### config.mk
export PLATFORM = sky130hd
export DESIGN_NAME = mem_port_arbiter
export DESIGN_NICKNAME = d
export VERILOG_FILES = /design/src/rtl/mem_arb_pkg.sv /design/src/rtl/mem_arb_pick.sv /design/src/rtl/mem_port_arbiter.sv
export SDC_FILE = /design/constraint.sdc
export NUM_CORES = 1
export LEC_CHECK = 0
export BUFFER_PORTS_ARGS = -buffer_cell sky130_fd_sc_hd__buf_4
export CAP_MARGIN = 0
export CORE_UTILIZATION = 40
export DETAILED_ROUTE_END_ITERATION = 7
export PLACE_DENSITY = 0.72
export REMOVE_ABC_BUFFERS = 1
export SYNTH_ARGS = -nofsm -noshare
export SYNTH_HDL_FRONTEND = slang
export SYNTH_SLANG_ARGS = --single-unit
### constraint.sdc
create_clock -name clk -period 3.9 [get_ports clk]
set_clock_uncertainty 0.15 [all_clocks]
set_input_delay 0.39 -clock clk [delete_from_list [all_inputs] [get_ports clk]]
set_output_delay 0.39 -clock clk [all_outputs]
set_load 0.02 [all_outputs]
### src/rtl/mem_arb_pkg.sv
// Shared types and constants for the unified-memory port arbiter.
package mem_arb_pkg;

   localparam int unsigned ADDR_W  = 9;
   localparam int unsigned DATA_W  = 32;
   localparam int unsigned FUNC3_W = 3;

   // Word-size code presented to memory for every instruction fetch.
   localparam logic [FUNC3_W-1:0] FETCH_FUNC3 = 3'b010;

   typedef enum logic [1:0] {
      ARB_IDLE,
      ARB_ACCESS,
      ARB_RESP
   } arb_state_e;

   typedef enum logic {
      OWN_INST,
      OWN_DATA
   } arb_owner_e;

   // Command latched at grant and held on the memory bus for the whole access.
   typedef struct packed {
      logic               we;
      logic [ADDR_W-1:0]  addr;
      logic [DATA_W-1:0]  wdata;
      logic [FUNC3_W-1:0] func3;
   } mem_cmd_t;

endpackage

### src/rtl/mem_arb_pick.sv
// Winner select between fetch and data ports, with a saturating streak
// counter that bounds how many data grants a waiting fetch can lose to.
// Ports:
//   clk, reset       clock, synchronous active-high reset
//   pick_en_i        arbiter is idle and may grant this cycle
//   inst_req_i       fetch request
//   inst_flush_i     fetch is stale this cycle (not eligible)
//   data_req_i       load/store request
//   gnt_valid_c_o    a grant happens this cycle (combinational)
//   gnt_data_c_o     grant goes to the data port (combinational)
module mem_arb_pick #(
   parameter int unsigned MAX_DSTREAK = 4
) (
   input  logic clk,
   input  logic reset,
   input  logic pick_en_i,
   input  logic inst_req_i,
   input  logic inst_flush_i,
   input  logic data_req_i,
   output logic gnt_valid_c_o,
   output logic gnt_data_c_o
);

   localparam int unsigned STREAK_W = $clog2(MAX_DSTREAK + 1);

   logic [STREAK_W-1:0] streak_q, streak_d;
   logic                inst_elig;
   logic                streak_max;

   assign inst_elig  = inst_req_i & ~inst_flush_i;
   assign streak_max = (streak_q == STREAK_W'(MAX_DSTREAK));

   // Data wins ties until the waiting fetch has lost MAX_DSTREAK times in a row.
   assign gnt_data_c_o  = data_req_i & ~(inst_elig & streak_max);
   assign gnt_valid_c_o = pick_en_i & (data_req_i | inst_elig);

   // Streak counts data grants taken while a fetch was requesting.
   always_comb begin
      streak_d = streak_q;
      if (gnt_valid_c_o) begin
         if (gnt_data_c_o && inst_req_i) begin
            if (!streak_max) begin
               streak_d = streak_q + STREAK_W'(1);
            end
         end else begin
            streak_d = '0;
         end
      end
   end

   always_ff @(posedge clk) begin
      if (reset) begin
         streak_q <= '0;
      end else begin
         streak_q <= streak_d;
      end
   end

endmodule

### src/rtl/mem_port_arbiter.sv
// Shares one single-port memory between instruction fetch and data access.
// One transaction at a time: issue, fixed-latency wait, one-cycle response.
// Ports:
//   clk, reset                        clock, synchronous active-high reset
//   inst_req/addr/flush -> inst_done/rdata/stall    fetch port
//   data_req/we/addr/wdata/func3 -> data_done/rdata/stall   load/store port
//   gnt_data                          current owner is the data port
//   mem_en/we/addr/wdata/func3, mem_rdata           memory interface
module mem_port_arbiter
   import mem_arb_pkg::*;
#(
   parameter int unsigned MEM_LAT     = 1,
   parameter int unsigned MAX_DSTREAK = 4
) (
   input  logic               clk,
   input  logic               reset,
   input  logic               inst_req,
   input  logic [ADDR_W-1:0]  inst_addr,
   input  logic               inst_flush,
   output logic               inst_done,
   output logic [DATA_W-1:0]  inst_rdata,
   output logic               inst_stall,
   input  logic               data_req,
   input  logic               data_we,
   input  logic [ADDR_W-1:0]  data_addr,
   input  logic [DATA_W-1:0]  data_wdata,
   input  logic [FUNC3_W-1:0] data_func3,
   output logic               data_done,
   output logic [DATA_W-1:0]  data_rdata,
   output logic               data_stall,
   output logic               gnt_data,
   output logic               mem_en,
   output logic               mem_we,
   output logic [ADDR_W-1:0]  mem_addr,
   output logic [DATA_W-1:0]  mem_wdata,
   output logic [FUNC3_W-1:0] mem_func3,
   input  logic [DATA_W-1:0]  mem_rdata
);

   localparam int unsigned CNT_W = $clog2(MEM_LAT + 1);

   arb_state_e         state_q, state_d;
   arb_owner_e         owner_q, owner_d;
   mem_cmd_t           cmd_q, cmd_d;
   logic               mem_en_q, mem_en_d;
   logic [CNT_W-1:0]   cnt_q, cnt_d;
   logic               flush_pend_q, flush_pend_d;
   logic               inst_done_q, inst_done_d;
   logic               data_done_q, data_done_d;
   logic [DATA_W-1:0]  inst_rdata_q, inst_rdata_d;
   logic [DATA_W-1:0]  data_rdata_q, data_rdata_d;
   logic               gnt_valid_c;
   logic               gnt_data_c;

   mem_arb_pick #(
      .MAX_DSTREAK (MAX_DSTREAK)
   ) u_pick (
      .clk           (clk),
      .reset         (reset),
      .pick_en_i     (state_q == ARB_IDLE),
      .inst_req_i    (inst_req),
      .inst_flush_i  (inst_flush),
      .data_req_i    (data_req),
      .gnt_valid_c_o (gnt_valid_c),
      .gnt_data_c_o  (gnt_data_c)
   );

   // Next-state, command latch, and response generation.
   always_comb begin
      state_d      = state_q;
      owner_d      = owner_q;
      cmd_d        = cmd_q;
      mem_en_d     = 1'b0;
      cnt_d        = cnt_q;
      flush_pend_d = flush_pend_q;
      inst_done_d  = 1'b0;
      data_done_d  = 1'b0;
      inst_rdata_d = inst_rdata_q;
      data_rdata_d = data_rdata_q;

      case (state_q)
         ARB_IDLE: begin
            flush_pend_d = 1'b0;
            if (gnt_valid_c) begin
               if (gnt_data_c) begin
                  owner_d     = OWN_DATA;
                  cmd_d.we    = data_we;
                  cmd_d.addr  = data_addr;
                  cmd_d.wdata = data_wdata;
                  cmd_d.func3 = data_func3;
               end else begin
                  owner_d     = OWN_INST;
                  cmd_d.we    = 1'b0;
                  cmd_d.addr  = inst_addr;
                  cmd_d.wdata = '0;
                  cmd_d.func3 = FETCH_FUNC3;
               end
               mem_en_d = 1'b1;
               cnt_d    = CNT_W'(MEM_LAT);
               state_d  = ARB_ACCESS;
            end
         end

         ARB_ACCESS: begin
            if (owner_q == OWN_INST && inst_flush) begin
               flush_pend_d = 1'b1;
            end
            // cnt reaches zero on the cycle mem_rdata is valid.
            if (cnt_q == '0) begin
               state_d = ARB_RESP;
               if (owner_q == OWN_DATA) begin
                  data_done_d = 1'b1;
                  if (!cmd_q.we) begin
                     data_rdata_d = mem_rdata;
                  end
               end else if (!(flush_pend_q || inst_flush)) begin
                  inst_done_d  = 1'b1;
                  inst_rdata_d = mem_rdata;
               end
            end else begin
               cnt_d = cnt_q - CNT_W'(1);
            end
         end

         ARB_RESP: begin
            flush_pend_d = 1'b0;
            state_d      = ARB_IDLE;
         end

         default: begin
            state_d = ARB_IDLE;
         end
      endcase
   end

   always_ff @(posedge clk) begin
      if (reset) begin
         state_q      <= ARB_IDLE;
         owner_q      <= OWN_INST;
         cmd_q        <= '0;
         mem_en_q     <= 1'b0;
         cnt_q        <= '0;
         flush_pend_q <= 1'b0;
         inst_done_q  <= 1'b0;
         data_done_q  <= 1'b0;
         inst_rdata_q <= '0;
         data_rdata_q <= '0;
      end else begin
         state_q      <= state_d;
         owner_q      <= owner_d;
         cmd_q        <= cmd_d;
         mem_en_q     <= mem_en_d;
         cnt_q        <= cnt_d;
         flush_pend_q <= flush_pend_d;
         inst_done_q  <= inst_done_d;
         data_done_q  <= data_done_d;
         inst_rdata_q <= inst_rdata_d;
         data_rdata_q <= data_rdata_d;
      end
   end

   assign inst_done  = inst_done_q;
   assign inst_rdata = inst_rdata_q;
   assign data_done  = data_done_q;
   assign data_rdata = data_rdata_q;
   assign gnt_data   = (owner_q == OWN_DATA);
   assign mem_en     = mem_en_q;
   assign mem_we     = cmd_q.we;
   assign mem_addr   = cmd_q.addr;
   assign mem_wdata  = cmd_q.wdata;
   assign mem_func3  = cmd_q.func3;

   // Stalls follow the requests directly so the pipeline freezes the same cycle.
   assign inst_stall = inst_req & ~inst_done_q;
   assign data_stall = data_req & ~data_done_q;

endmodule

# [Word-level counts from Yosys, hierarchy flattened]
# Index checks and enable logic that the tools add are counted.
[totals] elab_cells=72 output_inout_bits=115 in_bits=91 reg_bits=120
[op_classes] n_reduce_logical=17 muxes=15 eq_ne=7 bitwise_logic=17 n_addsub=2
[op_table] cell="$mux W45" n=1
[op_table] cell="$not A1 Y1" n=10
[op_table] cell="$reduce_and A2 Y1" n=5
[op_table] cell="$ne A2 B2 Y1 const B" n=4
[op_table] cell="$reduce_and A4 Y1" n=2
[op_table] cell="$mux W1" n=7
[op_table] cell="$and A1 B1 Y1" n=6
[op_table] cell="$mux W3" n=2
[op_table] cell="$mux W2" n=2
[op_table] cell="$pmux W1 S2" n=2
[op_table] cell="$pmux W2 S2" n=1
[op_table] cell="$reduce_bool A2 Y1" n=2
[op_table] cell="$reduce_or A2 Y1" n=2
[op_table] cell="$reduce_or A4 Y1" n=1
[op_table] cell="$add A3 B1 Y3 const B" n=1
[op_table] cell="$eq A3 B3 Y1 const B" n=1
[op_table] cell="$reduce_or A3 Y1" n=1
[op_table] cell="$eq A2 B1 Y1 const B" n=1
[op_table] cell="$eq A2 B2 Y1 const B" n=1
[op_table] cell="$logic_and A1 B1 Y1" n=2
[op_table] cell="$logic_not A2 Y1" n=1
[op_table] cell="$logic_or A1 B1 Y1" n=1
[op_table] cell="$or A1 B1 Y1" n=1
[op_table] cell="$sub A1 B1 Y1 const B" n=1

# [Depth between registers and ports, before layout]
# Gate-level depths: netlist (run 1).
[logic_depth] word_depth=8 mapped_depth=8 ltp_nobuf=6

# [Modules after synthesis]
# Synthesis (run 1) repeated with hierarchy kept, for this count alone.
[unflattened] hier_cells=499 area_unflattened_um2=4844.6
[by_module_without_submodules] module="mem_port_arbiter" cells_per_inst=475 seq_area_each_um2=2342.2 instances=1 area_per_inst_um2=4603.2
[by_module_without_submodules] module="mem_arb_pick" cells_per_inst=24 seq_area_each_um2=60.1 instances=1 area_per_inst_um2=241.5

# [Worst setup path before layout (run 1)]
# No wires, ideal clock.
[synth_timing] path_kind="register -> register" from="reg state_q[1]" to="reg inst_rdata_q[10] (netlist: inst_rdata[10])" setup_slack_ns=2.091 synth_period_minus_slack_ns=1.809 path_stages_with_launch=7 required_time_ns=3.618 setup_ns=0.132 path_buffers=2 t_arrival_ns=1.527 cell_sequence="dfxtp_1 -> or3b_4 -> or4_1 -> buf_2 -> buf_6 -> nand2_1 -> a21oi_1"
[synth_between] elab_chain_cells=2
[synth_lines] element="from (decl)" line_no="mem_port_arbiter.sv:42" rtl="arb_state_e state_q, state_d;"
[synth_lines] element="from (signal assigned)" line_no="mem_port_arbiter.sv:149" rtl="state_q <= state_d;"
[synth_lines] element="$eq A2 B1 Y1" line_no="mem_port_arbiter.sv:81" rtl="case (state_q)"
[synth_lines] element="$reduce_and A4 Y1 (no line)"
[synth_lines] element="to (signal assigned)" line_no="mem_port_arbiter.sv:157" rtl="inst_rdata_q <= inst_rdata_d;"
[synth_lines] element="to (decl)" line_no="mem_port_arbiter.sv:50" rtl="logic [DATA_W-1:0] inst_rdata_q, inst_rdata_d;"
# No other way between the ends.
# A chain may end at the register's enable or synchronous reset.

# [Worst setup path in the final report (run 1)]
[layout_timing] from="reg u_pick.streak_q[0]" to="reg cmd_q (netlist bit mem_addr[3])"
[layout_between] elab_chain_cells=5
[layout_lines] element="from (decl)" line_no="mem_arb_pick.sv:26" rtl="logic [STREAK_W-1:0] streak_q, streak_d;"
[layout_lines] element="from (signal assigned)" line_no="mem_arb_pick.sv:55" rtl="streak_q <= streak_d;"
[layout_lines] element="$eq A3 B3 Y1" line_no="mem_arb_pick.sv:31" rtl="assign streak_max = (streak_q == STREAK_W'(MAX_DSTREAK));"
[layout_lines] element="$and A1 B1 Y1" line_no="mem_arb_pick.sv:34" rtl="assign gnt_data_c_o = data_req_i & ~(inst_elig & streak_max);"
[layout_lines] element="$not A1 Y1" line_no="mem_arb_pick.sv:34"
[layout_lines] element="$and A1 B1 Y1" line_no="mem_arb_pick.sv:34"
[layout_lines] element="$mux W45" line_no="mem_port_arbiter.sv:85" rtl="if (gnt_data_c) begin"
[layout_lines] element="to (signal assigned)" line_no="mem_port_arbiter.sv:151" rtl="cmd_q <= cmd_d;"
[layout_lines] element="to (decl)" line_no="mem_port_arbiter.sv:44" rtl="mem_cmd_t cmd_q, cmd_d;"
# No other way between the ends.

==> summary.md, run 1 <==
The flow ran to the end, and the final reports show no timing, DRC or antenna violations. The combinational group share of total power is 0.144. Type of origin of the critical path: a flop.

Dividing the detail-routed wire length by the instance count gives 15.1 um. Setup repair after global routing left no endpoint under its margin. STA puts the critical path data required time at 4.15 ns. The average instance in the mapped netlist occupies 8.01 sq um. For the portion of total power attributed to the clock network, the log shows 0.460. The largest single stage delay on the critical path is 0.79 ns. The initial cell density of the core is 0.420, and the largest vdd supply drop is 0.267 mV. The slew of the pin with the lowest slew margin works out to 1.13 ns.

In this run the horizontal extent of the chip is 107 um. For the worst setup path, the data arrival time is 2.77 ns. The initial antenna violation count is 0, and the combined buffer and inverter count along the critical path is 1. The internal power consumption was 2.48 mW; the count of standard-cell rows was 37. The tools report the worst flop-to-flop path startpoint as u_pick.streak_q[0]$_SDFFE_PP0P_. The run gives 8.76 mm as the detailed-placement wirelength estimate. Dividing the detail-routed via count by the number of cells gives 5.05. The routed layout has 4785 vias. For the worst-skew pair, the clock arrives at the later sink with an insertion delay of 0.49 ns. The logs give 11400 sq um for the area enclosed by the die boundary and 0.246 for the worst max-slew margin expressed relative to the limit. Of all nets on the critical path, the largest fanout is 45. The type of the setup path with the least slack was reg -> reg.

For the finished layout, the period the worst path requires is 2.52 ns. The detailed router finished its first iteration with 312 violations. For the area of the multi-input gates, the log shows 1810 sq um. The logs give 782 for the count of fill cells added during filler insertion and 0.397 for the proportion of power drawn by flip-flops and latches.

After routing, the total negative slack on setup checks comes to 0 ns. Cell family with the largest share of critical-path delay: simple AND/OR/NAND/NOR gates. The first-pass GRT wire length came out at 22.0 mm.

For the boundary pin count, the log shows 206. The die outline height works out to 107 um. The number of instances in the synthesized netlist is 548, and the final routed DRC violation total is 0. The most common cell after layout, fill and taps aside was sky130_fd_sc_hd__buf_4. The layout overhead on the synthesized area works out to 64.4%. STA classifies the critical path endpoint as a flop. The logs give 2400 sq um for the sequential cell area and 17 for the number of clock buffers inserted by TritonCTS.

The number of global-route vias before repair was 4617. The total of warnings raised by yosys is 0. The switching power was 0.839 mW. In this run the worst hold path is classified as in -> reg. The fraction of layout instances using a drive strength above 1 is 0.303.

The remaining number of nets flagged by the antenna check after routing was 0; the number of clock sinks seen by CTS was 120. The run gives 3.03 nW as the leakage power. The number of nets in the layout is 894, and the number of max-cap violations is 0. In the layout the commonest cells are sky130_fd_sc_hd__buf_4 (210), sky130_fd_sc_hd__nand2_1 (176), sky130_fd_sc_hd__dfxtp_1 (120). The number of setup buffers added after CTS is 0. In this run the most critical hold path is launched from data_wdata[29]. The logs give 29 for the distinct cell type count after synthesis and 0.547 for the fraction of the yosys area taken by sequential cells.

The start point of the critical path was u_pick.streak_q[0]$_SDFFE_PP0P_. Overall power consumption after layout is estimated at 3.32 mW. Power spread over the standard cell area amounts to 460 nW/um^2. 0 antenna diodes ended up in the layout. Summing every instance area after synthesis gives 4390 sq um.

The overall overflow remaining after global route is 0, and the final wirelength is 14.3 mm. After floorplanning, the core was sized to cover 10500 sq um. The total count of hold-check failures in the final report was 0; the switching part of the total was 0.253.

The total iterations of the first detailed-routing run is 5, and the top achievable clock speed is 0.397 GHz. The H-tree generated during clock tree synthesis spans 4 levels. TritonCTS built the clock tree.

The number of buffer cells added on primary ports was 205; the count of final setup violators was 0. The synthesized design contains 120 register bits. For the routability congestion estimate from global placement, the log shows 0.828.

The largest net degree at the start of global routing came out at 96. Counting along the longest clock path gives a buffer depth of 2. The total global routing track utilization was 0.245; the final number of max-transition violations was 0.

Clock tree synthesis selected as its root buffer the cell sky130_fd_sc_hd__clkbuf_8. Among all stages on the critical path, the largest delay is contributed by sky130_fd_sc_hd__nor2b_4. Clock-pin slew was measured on the worst setup and hold paths at 0.06 ns. Final clock period utilization by the worst path: 0.645. The signal on the critical path passes through inv_1 -> ha_1 -> and4b_1 -> nor2b_4 -> a21oi_1 -> a211oi_1.
-- sequential cells by signal, summed over array words and instances, names as in the netlist, 2 cells and up --
| name | flops |
|---|---|
| data_rdata | 32 |
| state_q | 2 |
| inst_rdata | 32 |
| mem_func3 | 3 |
| mem_wdata | 32 |
| mem_addr | 9 |
| u_pick.streak_q | 3 |
-- cells in the mapped netlist (all sizes together) --
cell	count	share of area
and2	2	0.0028
a21oi	115	0.13
nand4	2	0.0028
buf	21	0.028
and4	1	0.0020
or3b	2	0.0046
nor2b	7	0.010
or4	1	0.0017
inv	2	0.0017
and4b	1	0.0023
nor4	1	0.0028
ha	2	0.0057
nor3	4	0.0046
nand3	35	0.040
o21a	1	0.0017
nand2b	1	0.0014
o21ai	4	0.0046
a211oi	9	0.015
nor2	16	0.014
dfxtp	120	0.55
nor3b	2	0.0046
nand2	176	0.15
o21ba	1	0.0023
clkbuf	22	0.019
-- metal layers --
metal / track usage / vias to the layer above / part of all wire
li1: - / 2317 / -
met1: 0.293 / 2202 / 0.41
met2: 0.404 / 242 / 0.48
met3: 0.0809 / 24 / 0.091
met4: 0.0988 / 0 / 0.023
met5: 0 / - / 0
-- path summary, 6_finish.rpt --
path	to	slack, ns	cells after the start
max reg2reg	mem_addr[3]$_SDFFE_PP0P_	1.38	6
max	mem_addr[3]$_SDFFE_PP0P_	1.38	6
min	mem_wdata[29]$_SDFFE_PP0P_	0.02	3
min reg2reg	mem_wdata[10]$_SDFFE_PP0P_	0.30	2
-- worst reg2reg max path: stages (launching register included) --
cell	delay, ns
sky130_fd_sc_hd__dfxtp_1	0.36
sky130_fd_sc_hd__inv_1	0.08
sky130_fd_sc_hd__ha_1	0.25
sky130_fd_sc_hd__and4b_1	0.23
sky130_fd_sc_hd__nor2b_4	0.79
sky130_fd_sc_hd__a21oi_1	0.26
sky130_fd_sc_hd__a211oi_1	0.30
-- power groups by stage --
stage	Sequential (mW)	Combinational [mW]	Clock, mW
2_1_floorplan	1.40	0.129	0
3_3_place_gp	1.34	0.408	0
3_5_place_dp	1.34	0.416	0
4_1_cts	1.32	0.471	1.55
5_1_grt	1.32	0.512	1.61
6_report	1.32	0.478	1.53
-- final cells by class --
| class | instances | share of cell area |
|---|---|---|
| Multi-Input combinational cell | 383 | 0.251 |
| Inverter | 2 | 0.00104 |
| Sequential cell | 120 | 0.333 |
| Clock inverter | 12 | 0.0212 |
| Timing Repair Buffer | 277 | 0.311 |
| Tap cell | 136 | 0.0236 |
| Clock buffer | 18 | 0.0593 |
-- through the flow --
stage	cells	utilization	setup slack (ns)	hold slack (ns)	instance area (sq um)
detailed placement	851	0.570	1.51	0.297	5970
global route	948	0.690	1.23	0.00662	7220
CTS	948	0.690	1.48	0.0000235	7220
floorplan	505	-	0.951	0.288	4190
global placement	851	0.570	1.58	0.289	5970
finish	948	0.690	1.38	0.0235	7220
-- timing repair --
action,4_1_cts,5_1_grt
hold endpoints to repair,90,0
resized for setup,0,0
hold buffers,67,0
-- logic make-up (layout without fill, tap and decap cells) --
| family | after synthesis | after routing | share of synthesized area |
|---|---|---|---|
| AOI/OAI and AO/OA | 130 | 130 | 0.155 |
| adders and majority gates | 2 | 2 | 0.00570 |
| buffers and inverters | 45 | 309 | 0.0484 |
| DFF | 120 | 120 | 0.547 |
| and+or+nand+nor | 251 | 251 | 0.244 |
Note: power is estimated with default switching activity, not from simulation.
==> run 2: changes to the inputs <==
--- a/config.mk
+++ b/config.mk
@@ -9,7 +9,7 @@
 export CAP_MARGIN = 0
 export CORE_UTILIZATION = 40
 export DETAILED_ROUTE_END_ITERATION = 7
-export PLACE_DENSITY = 0.72
+export PLACE_DENSITY = 0.75
 export REMOVE_ABC_BUFFERS = 1
 export SYNTH_ARGS = -nofsm -noshare
 export SYNTH_HDL_FRONTEND = slang
==> constraint.sdc (replaced) <==
create_clock -name clk -period 2.2 [get_ports clk]
set_clock_uncertainty 0.15 [all_clocks]
set_input_delay 0.22 -clock clk [delete_from_list [all_inputs] [get_ports clk]]
set_output_delay 0.22 -clock clk [all_outputs]
set_load 0.02 [all_outputs]
==> run 2 against run 1 <==
Effect of this change:
- sequential share of layout area decreased by 1.5 points
- final area increased by 4.6%
- worst hold slack improved by 0.055 ns
==> summary.md, run 2 (synthesis gave the netlist of run 1 again) <==
The signal on the critical path passes through inv_1 -> ha_1 -> and4b_1 -> nor2b_2 -> buf_12 -> a21oi_1 -> a211oi_1. The tools report the overall overflow remaining after global route as 0 (unchanged). Number of global-route vias before repair: 4824 (+4.5%). CTS placed an instance of sky130_fd_sc_hd__clkbuf_8 at the clock tree root. The routability congestion estimate from global placement is 0.821 (-0.88%), and the final wirelength is 14.7 mm (+2.3%). For the number of max-cap violations, the log shows 0 (unchanged). The logs give 0.257 (+0.0126) for the total global routing track utilization and 0 (unchanged) for the antenna diode count. The die outline height is 107 um (unchanged).

The power density over the cells came out at 798 nW/um^2 (+73%). The tools report the remaining number of nets flagged by the antenna check after routing as 0 (unchanged). The path class of the tightest hold or removal check is in -> reg. The flow ran to the end, and the final reports show no timing, DRC or antenna violations.

For the switching power, the log shows 1.47 mW (+75%). The logs give 0.388 (-0.009) for the proportion of power drawn by flip-flops and latches and 17 (unchanged) for the number of clock buffers inserted by TritonCTS. The count of H-tree levels built during CTS is 4 (unchanged).

Type of the setup path with the least slack: reg -> reg. The tools report the number of violations reported at the end of detailed-routing iteration 0 as 264 (-15%). Setup repair after global routing left no endpoint under its margin. The biggest fanout along the worst timing path is 30 (-33%). The worst max-slew margin expressed relative to the limit came out at 0.623 (+0.377). The area enclosed by the die boundary was 11400 sq um (unchanged); the floorplan die width was 107 um (unchanged). The largest net degree at the start of global routing came out at 66 (-31%). The tools report the initial cell density of the core as 0.420 (unchanged).

The terminating pin of the worst hold path is u_pick.streak_q[1]$_SDFFE_PP0P_. The worst path arrival time came out at 2.20 ns (-0.57 ns). The worst slack at placement is 0.256 ns (-1.25 ns). For the maximum clock insertion buffer count, the log shows 2 (unchanged).

The cell depth of the worst hold path is 4 (+1). Routed via count divided by cell count: 5.07 (+0.54%). The end of the worst register-to-register path is mem_addr[7]$_SDFFE_PP0P_. For the final number of max-transition violations, the log shows 0 (unchanged). The slew of the pin with the lowest slew margin works out to 0.564 ns (-0.567 ns). For the boundary pin count, the log shows 206 (unchanged). For the leakage power, the log shows 3.17 nW (+4.8%). The top cell types in the final layout, fill and taps aside, are sky130_fd_sc_hd__buf_4 (210), sky130_fd_sc_hd__nand2_1 (176), sky130_fd_sc_hd__dfxtp_1 (120). The switching part of the total is 0.244 (-0.00871), and the count of standard-cell rows is 37 (unchanged). From synthesis to final layout, the design area changed by 72.0%. The tools report the type of origin of the critical path as a flop. The largest vdd supply drop is 0.506 mV (+89%), and the depth of the worst register-to-register path is 7 (+1). The total iterations of the first detailed-routing run is 5 (unchanged). The cell area after layout is 7550 sq um (+4.6%), and the first-pass GRT wire length is 23.0 mm (+4.3%). Fraction of layout instances using a drive strength above 1: 0.296 (-0.00688). Final clock period utilization by the worst path: 0.885 (+0.240). The average detailed-routed wire length per instance was 15.0 um (-0.70%); the quantity of gates resized following cts was 0 (unchanged). The combinational group share of total power is 0.151 (+0.007).

Critical path endpoint category: a flop. The top achievable clock speed was 0.514 GHz (+29%). The tools report the initial antenna violation count as 0 (unchanged).

The minimum clock period is 1.95 ns (-0.570 ns), and the number of buffers inserted by hold repair at cts is 89 (+33%). The count of vias placed by the detailed router is 4958 (+3.6%), and the number of nets in the layout is 921 (+3.0%). The run gives 6060 sq um (+1.6%) as the post-place instance area. The number of clock sinks seen by CTS was 120 (unchanged); the required time of the critical path was 2.46 ns (-1.69 ns). The standard cell core area came out at 10500 sq um (unchanged). Count of final setup violators: 0 (unchanged). The final critical-path setup slack was 0.253 ns (-1.13 ns). TritonCTS built the clock tree. The detailed-placement wirelength estimate came out at 8.58 mm (-2.0%). Hold path startpoint: inst_req. The post-CTS setup buffer count is 0 (unchanged). Biggest cell delay along the critical path: 0.35 ns (-0.44 ns). The worst flop-to-flop path startpoint was u_pick.streak_q[0]$_SDFFE_PP0P_. The clock transition at the registers of the reported paths was 0.06 ns (about the same); the total count of hold-check failures in the final report was 0 (unchanged). Portion of total power attributed to the clock network: 0.461 (about the same). The slack of the worst reg-to-reg path was 0.25 ns (-1.13 ns). The cell with the largest stage delay on the worst path was sky130_fd_sc_hd__dfxtp_1.

The tools report the worst-skew pair later-pin latency as 0.51 ns (+0.02 ns). The number of buffer cells added on primary ports was 205 (unchanged). Most common cell after layout, fill and taps aside: sky130_fd_sc_hd__buf_4. For the final routed DRC violation total, the log shows 0 (unchanged). The run gives 4.55 mW (+83%) as the internal power consumption.

For the count of fill cells added during filler insertion, the log shows 731 (-6.5%).
-- run 2: worst max-delay path: cells and delay by family, from the launching register on --
| kind | cells | cell delay, ns |
|---|---|---|
| AOI/OAI and AO/OA | 2 | 0.42 |
| adders and majority gates | 1 | 0.24 |
| buffers and inverters | 2 | 0.28 |
| DFF | 1 | 0.35 |
| and+or+nand+nor | 2 | 0.40 |
-- run 2: area by class of cell --
class / instances / area [sq um] / share of cell area
Inverter: 2 / 7.51 / 0.000994
Tap cell: 136 / 170 / 0.0225
Clock buffer: 25 / 484 / 0.0641
Sequential cell: 120 / 2400 / 0.318
Multi-Input combinational cell: 383 / 1800 / 0.239
Clock inverter: 7 / 115 / 0.0152
Timing Repair Buffer: 304 / 2570 / 0.340
-- run 2: power by group through the flow --
stage	clock network (mW)	registers, mW	logic, mW
6_report	2.77	2.34	0.911
4_1_cts	2.81	2.33	0.890
3_3_place_gp	0	2.37	0.748
3_5_place_dp	0	2.38	0.762
2_1_floorplan	0	2.48	0.229
5_1_grt	2.92	2.35	0.973
-- run 2: worst max-delay path by stage --
stage                                    startpoint                     endpoint  cells after the start
floorplan           u_pick.streak_q[0]$_SDFFE_PP0P_     mem_addr[0]$_SDFFE_PP0P_                      6
global placement            state_q[1]$_SDFFE_PP0P_  inst_rdata[14]$_SDFFE_PP0P_                      5
detailed placement          state_q[1]$_SDFFE_PP0P_  inst_rdata[22]$_SDFFE_PP0P_                      5
CTS                         state_q[1]$_SDFFE_PP0P_  inst_rdata[28]$_SDFFE_PP0P_                      5
global route        u_pick.streak_q[0]$_SDFFE_PP0P_     mem_addr[7]$_SDFFE_PP0P_                      7
finish              u_pick.streak_q[0]$_SDFFE_PP0P_     mem_addr[7]$_SDFFE_PP0P_                      7
-- run 2: layer usage --
| metal | GRT usage | routed length, um | part of all wire |
|---|---|---|---|
| met3 | 0.0809 | 1390 | 0.095 |
| met2 | 0.446 | 7260 | 0.50 |
| met1 | 0.291 | 5770 | 0.39 |
| met4 | 0.108 | 238 | 0.016 |
| met5 | 0 | 0 | 0 |
-- run 2: per-stage QoR --
stage	hold slack, ns	TNS, ns	std cells	power, mW	util
detailed placement	0.297	0	856	3.14	0.579
CTS	0.0487	0	977	6.03	0.722
global placement	0.289	0	856	3.12	0.579
floorplan	0.139	-41.26	505	2.71	-
finish	0.0786	0	977	6.02	0.722
global route	0.112	0	977	6.24	0.722
==> run 3: changes to the inputs <==
--- a/config.mk
+++ b/config.mk
@@ -8,9 +8,11 @@
 export BUFFER_PORTS_ARGS = -buffer_cell sky130_fd_sc_hd__buf_4
 export CAP_MARGIN = 0
 export CORE_UTILIZATION = 40
+export CTS_BUF_LIST = sky130_fd_sc_hd__clkbuf_16
 export DETAILED_ROUTE_END_ITERATION = 7
 export PLACE_DENSITY = 0.75
 export REMOVE_ABC_BUFFERS = 1
+export SLEW_MARGIN = 20
 export SYNTH_ARGS = -nofsm -noshare
 export SYNTH_HDL_FRONTEND = slang
 export SYNTH_SLANG_ARGS = --single-unit
==> run 3 against run 2 <==
Effect of this change:
- power down 2.3%
- register-to-register slack about the same
- cell count down 0.82%
- sequential power about the same
- critical endpoint is now inst_rdata[28]$_SDFFE_PP0P_
- highest routed layer unchanged
==> summary.md, run 3 (synthesis gave the netlist of run 1 again) <==
The die outline height was 107 um (unchanged); the final number of max-transition violations was 0 (unchanged). The number of nets in the layout was 913 (-0.87%). The final wirelength was 14.1 mm (-3.5%). The highest metal layer carrying signal wires in the routed design is met4. The remaining number of nets flagged by the antenna check after routing is 0 (unchanged). The area enclosed by the die boundary was 11400 sq um (unchanged). The post-CTS setup buffer count is 0 (unchanged). The count of final setup violators is 0 (unchanged).

The count of fill cells added during filler insertion was 740 (+1.2%); the worst-skew pair later-pin latency was 0.40 ns (-0.11 ns). The total iterations of the first detailed-routing run was 5 (unchanged); the routed length on met2 was 6.85 mm (-5.7%). The first-pass GRT wire length came out at 22.4 mm (-2.5%). TritonCTS built the clock tree. The tools report the count of vias placed by the detailed router as 4891 (-1.4%).

Leaving out fill and tap cells, the most frequent cells in the layout are sky130_fd_sc_hd__buf_4 (210), sky130_fd_sc_hd__nand2_1 (176), sky130_fd_sc_hd__dfxtp_1 (120). The tightest min-delay check is of the in -> reg type. Number of buffers inserted by hold repair at cts: 81 (-9.0%). The post-route setup TNS was 0 ns (unchanged). The tree is rooted in a sky130_fd_sc_hd__clkbuf_16.

The type of origin of the critical path is a flop. The most critical setup path has its endpoint at inst_rdata[28]$_SDFFE_PP0P_. Setup repair after global routing left no endpoint under its margin. The layout overhead on the synthesized area is 69.5%, and the power density over the cells is 791 nW/um^2 (-0.84%). The worst setup path is captured at a flop. The number of clock buffers inserted by TritonCTS is 17 (unchanged), and the biggest fanout along the worst timing path is 33 (+10%). The logs give 0 (unchanged) for the number of max-cap violations and 275 (+4.2%) for the number of violations reported at the end of detailed-routing iteration 0. For the boundary pin count, the log shows 206 (unchanged). The total global routing track utilization was 0.248 (-0.00905); the final clock period utilization by the worst path was 0.882 (-0.00328).

The logs give 2.06 ns (-0.14 ns) for the worst path arrival time and 8.58 mm (unchanged) for the detailed-placement wirelength estimate. The maximum clock insertion buffer count came out at 2 (unchanged). The quantity of gates resized following cts came out at 0 (unchanged). The start point of the critical path was state_q[1]$_SDFFE_PP0P_. The clock transition at the registers of the reported paths is 0.05 ns (about the same), and the slack of the worst reg-to-reg path is 0.26 ns (about the same). Minimum clock period: 1.94 ns (-0.00722 ns).

The top achievable clock speed was 0.516 GHz (+0.37%); the utilization after layout was 0.711 (-0.0104). For the overall power of the completed layout, the log shows 5.89 mW (-2.3%). The number of buffer cells added on primary ports is 205 (unchanged), and the number of clock sinks seen by CTS is 120 (unchanged). The average detailed-routed wire length per instance came out at 14.6 um (-2.8%).

The initial cell density of the core was 0.420 (unchanged). The tools report the end of the worst register-to-register path as inst_rdata[28]$_SDFFE_PP0P_. The routability congestion estimate from global placement was 0.821 (unchanged); the count of standard-cell rows was 37 (unchanged). The run finished with clean final reports. For the antenna diode count, the log shows 0 (unchanged). Leaving out fill and tap cells, the most frequent cell in the layout is sky130_fd_sc_hd__buf_4. The fraction of layout instances using a drive strength above 1 is 0.294 (-0.00196). The run gives 4638 (-3.9%) as the number of global-route vias before repair.

The initial antenna violation count came out at 0 (unchanged). For the number of placed instances with taps included, the log shows 856 (unchanged). Depth of the worst register-to-register path: 5 (-2). The total count of hold-check failures in the final report was 0 (unchanged). The number of standard cells in the layout, taps in and fillers out is 969 (-0.82%), and the largest net degree at the start of global routing is 66 (unchanged). The overall overflow remaining after global route was 0 (unchanged). The met3 wire length came out at 1.38 mm (-0.65%).

The final routed DRC violation total came out at 0 (unchanged). The worst max-slew margin expressed relative to the limit is 0.645 (+0.0218). The routed via count divided by cell count is 5.05 (-0.54%), and the count of H-tree levels built during CTS is 4 (unchanged). By startpoint and endpoint, the worst setup path is classified as reg -> reg. Worst hold slack after final layout: 0.0266 ns (-0.0519 ns). The required time of the critical path is 2.32 ns (-0.14 ns). The tools report the routed length on met1 as 5.72 mm (-0.90%). Floorplan die width: 107 um (unchanged).

The largest vdd supply drop was 0.418 mV (-17%); the slew of the pin with the lowest slew margin was 0.531 ns (-0.0325 ns). The run gives 3.14 nW (-1.1%) as the leakage power. The standard cell core area was 10500 sq um (unchanged). In this run the critical register-to-register path is launched from state_q[1]$_SDFFE_PP0P_.
-- run 3: metal layers --
layer,track usage,vias up
met5,0,-
met4,0.0763,0
met3,0.0851,22
met2,0.429,244
met1,0.288,2264
li1,-,2361
-- run 3: how the worst min path moves through the flow --
stage | startpoint | endpoint | slack, ns | cells after the start
2_1_floorplan | reset | data_rdata[0]$_SDFFE_PP0P_ | 0.14 | 1
3_3_place_gp | mem_wdata[13]$_SDFFE_PP0P_ | mem_wdata[13]$_SDFFE_PP0P_ | 0.29 | 2
3_5_place_dp | mem_wdata[13]$_SDFFE_PP0P_ | mem_wdata[13]$_SDFFE_PP0P_ | 0.30 | 2
4_1_cts | data_addr[2] | mem_addr[2]$_SDFFE_PP0P_ | 0.003 | 3
5_1_grt | data_addr[1] | mem_addr[1]$_SDFFE_PP0P_ | 0.03 | 3
6_report | data_addr[1] | mem_addr[1]$_SDFFE_PP0P_ | 0.03 | 3
-- run 3: worst max-delay path, stage by stage (launching register included) --
cell	delay, ns
sky130_fd_sc_hd__dfxtp_1	0.34
sky130_fd_sc_hd__or3b_4	0.45
sky130_fd_sc_hd__or4_1	0.42
sky130_fd_sc_hd__buf_4	0.25
sky130_fd_sc_hd__nand2_1	0.12
sky130_fd_sc_hd__a21oi_1	0.07
-- run 3: layout make-up --
| class | count | area (sq um) | area share |
|---|---|---|---|
| inverters | 2 | 7.51 | 0.00101 |
| clock inverters | 15 | 145 | 0.0195 |
| flip-flops and latches | 120 | 2400 | 0.323 |
| clock buffers | 17 | 425 | 0.0572 |
| repair buffers | 296 | 2490 | 0.334 |
| well taps | 136 | 170 | 0.0229 |
| multi-input cells | 383 | 1800 | 0.242 |
-- run 3: per-stage QoR --
stage          area (sq um)  setup WS [ns]
5_1_grt                7440          0.160
2_1_floorplan          4190         -0.749
4_1_cts                7440          0.263
3_5_place_dp           6060          0.256
3_3_place_gp           6060          0.340
6_report               7440          0.260
-- run 3: report_power, final --
group          switching [mW]  total, mW  internal, mW
registers              0.0621       2.34          2.27
logic                   0.466      0.895         0.430
clock network           0.915       2.65          1.74
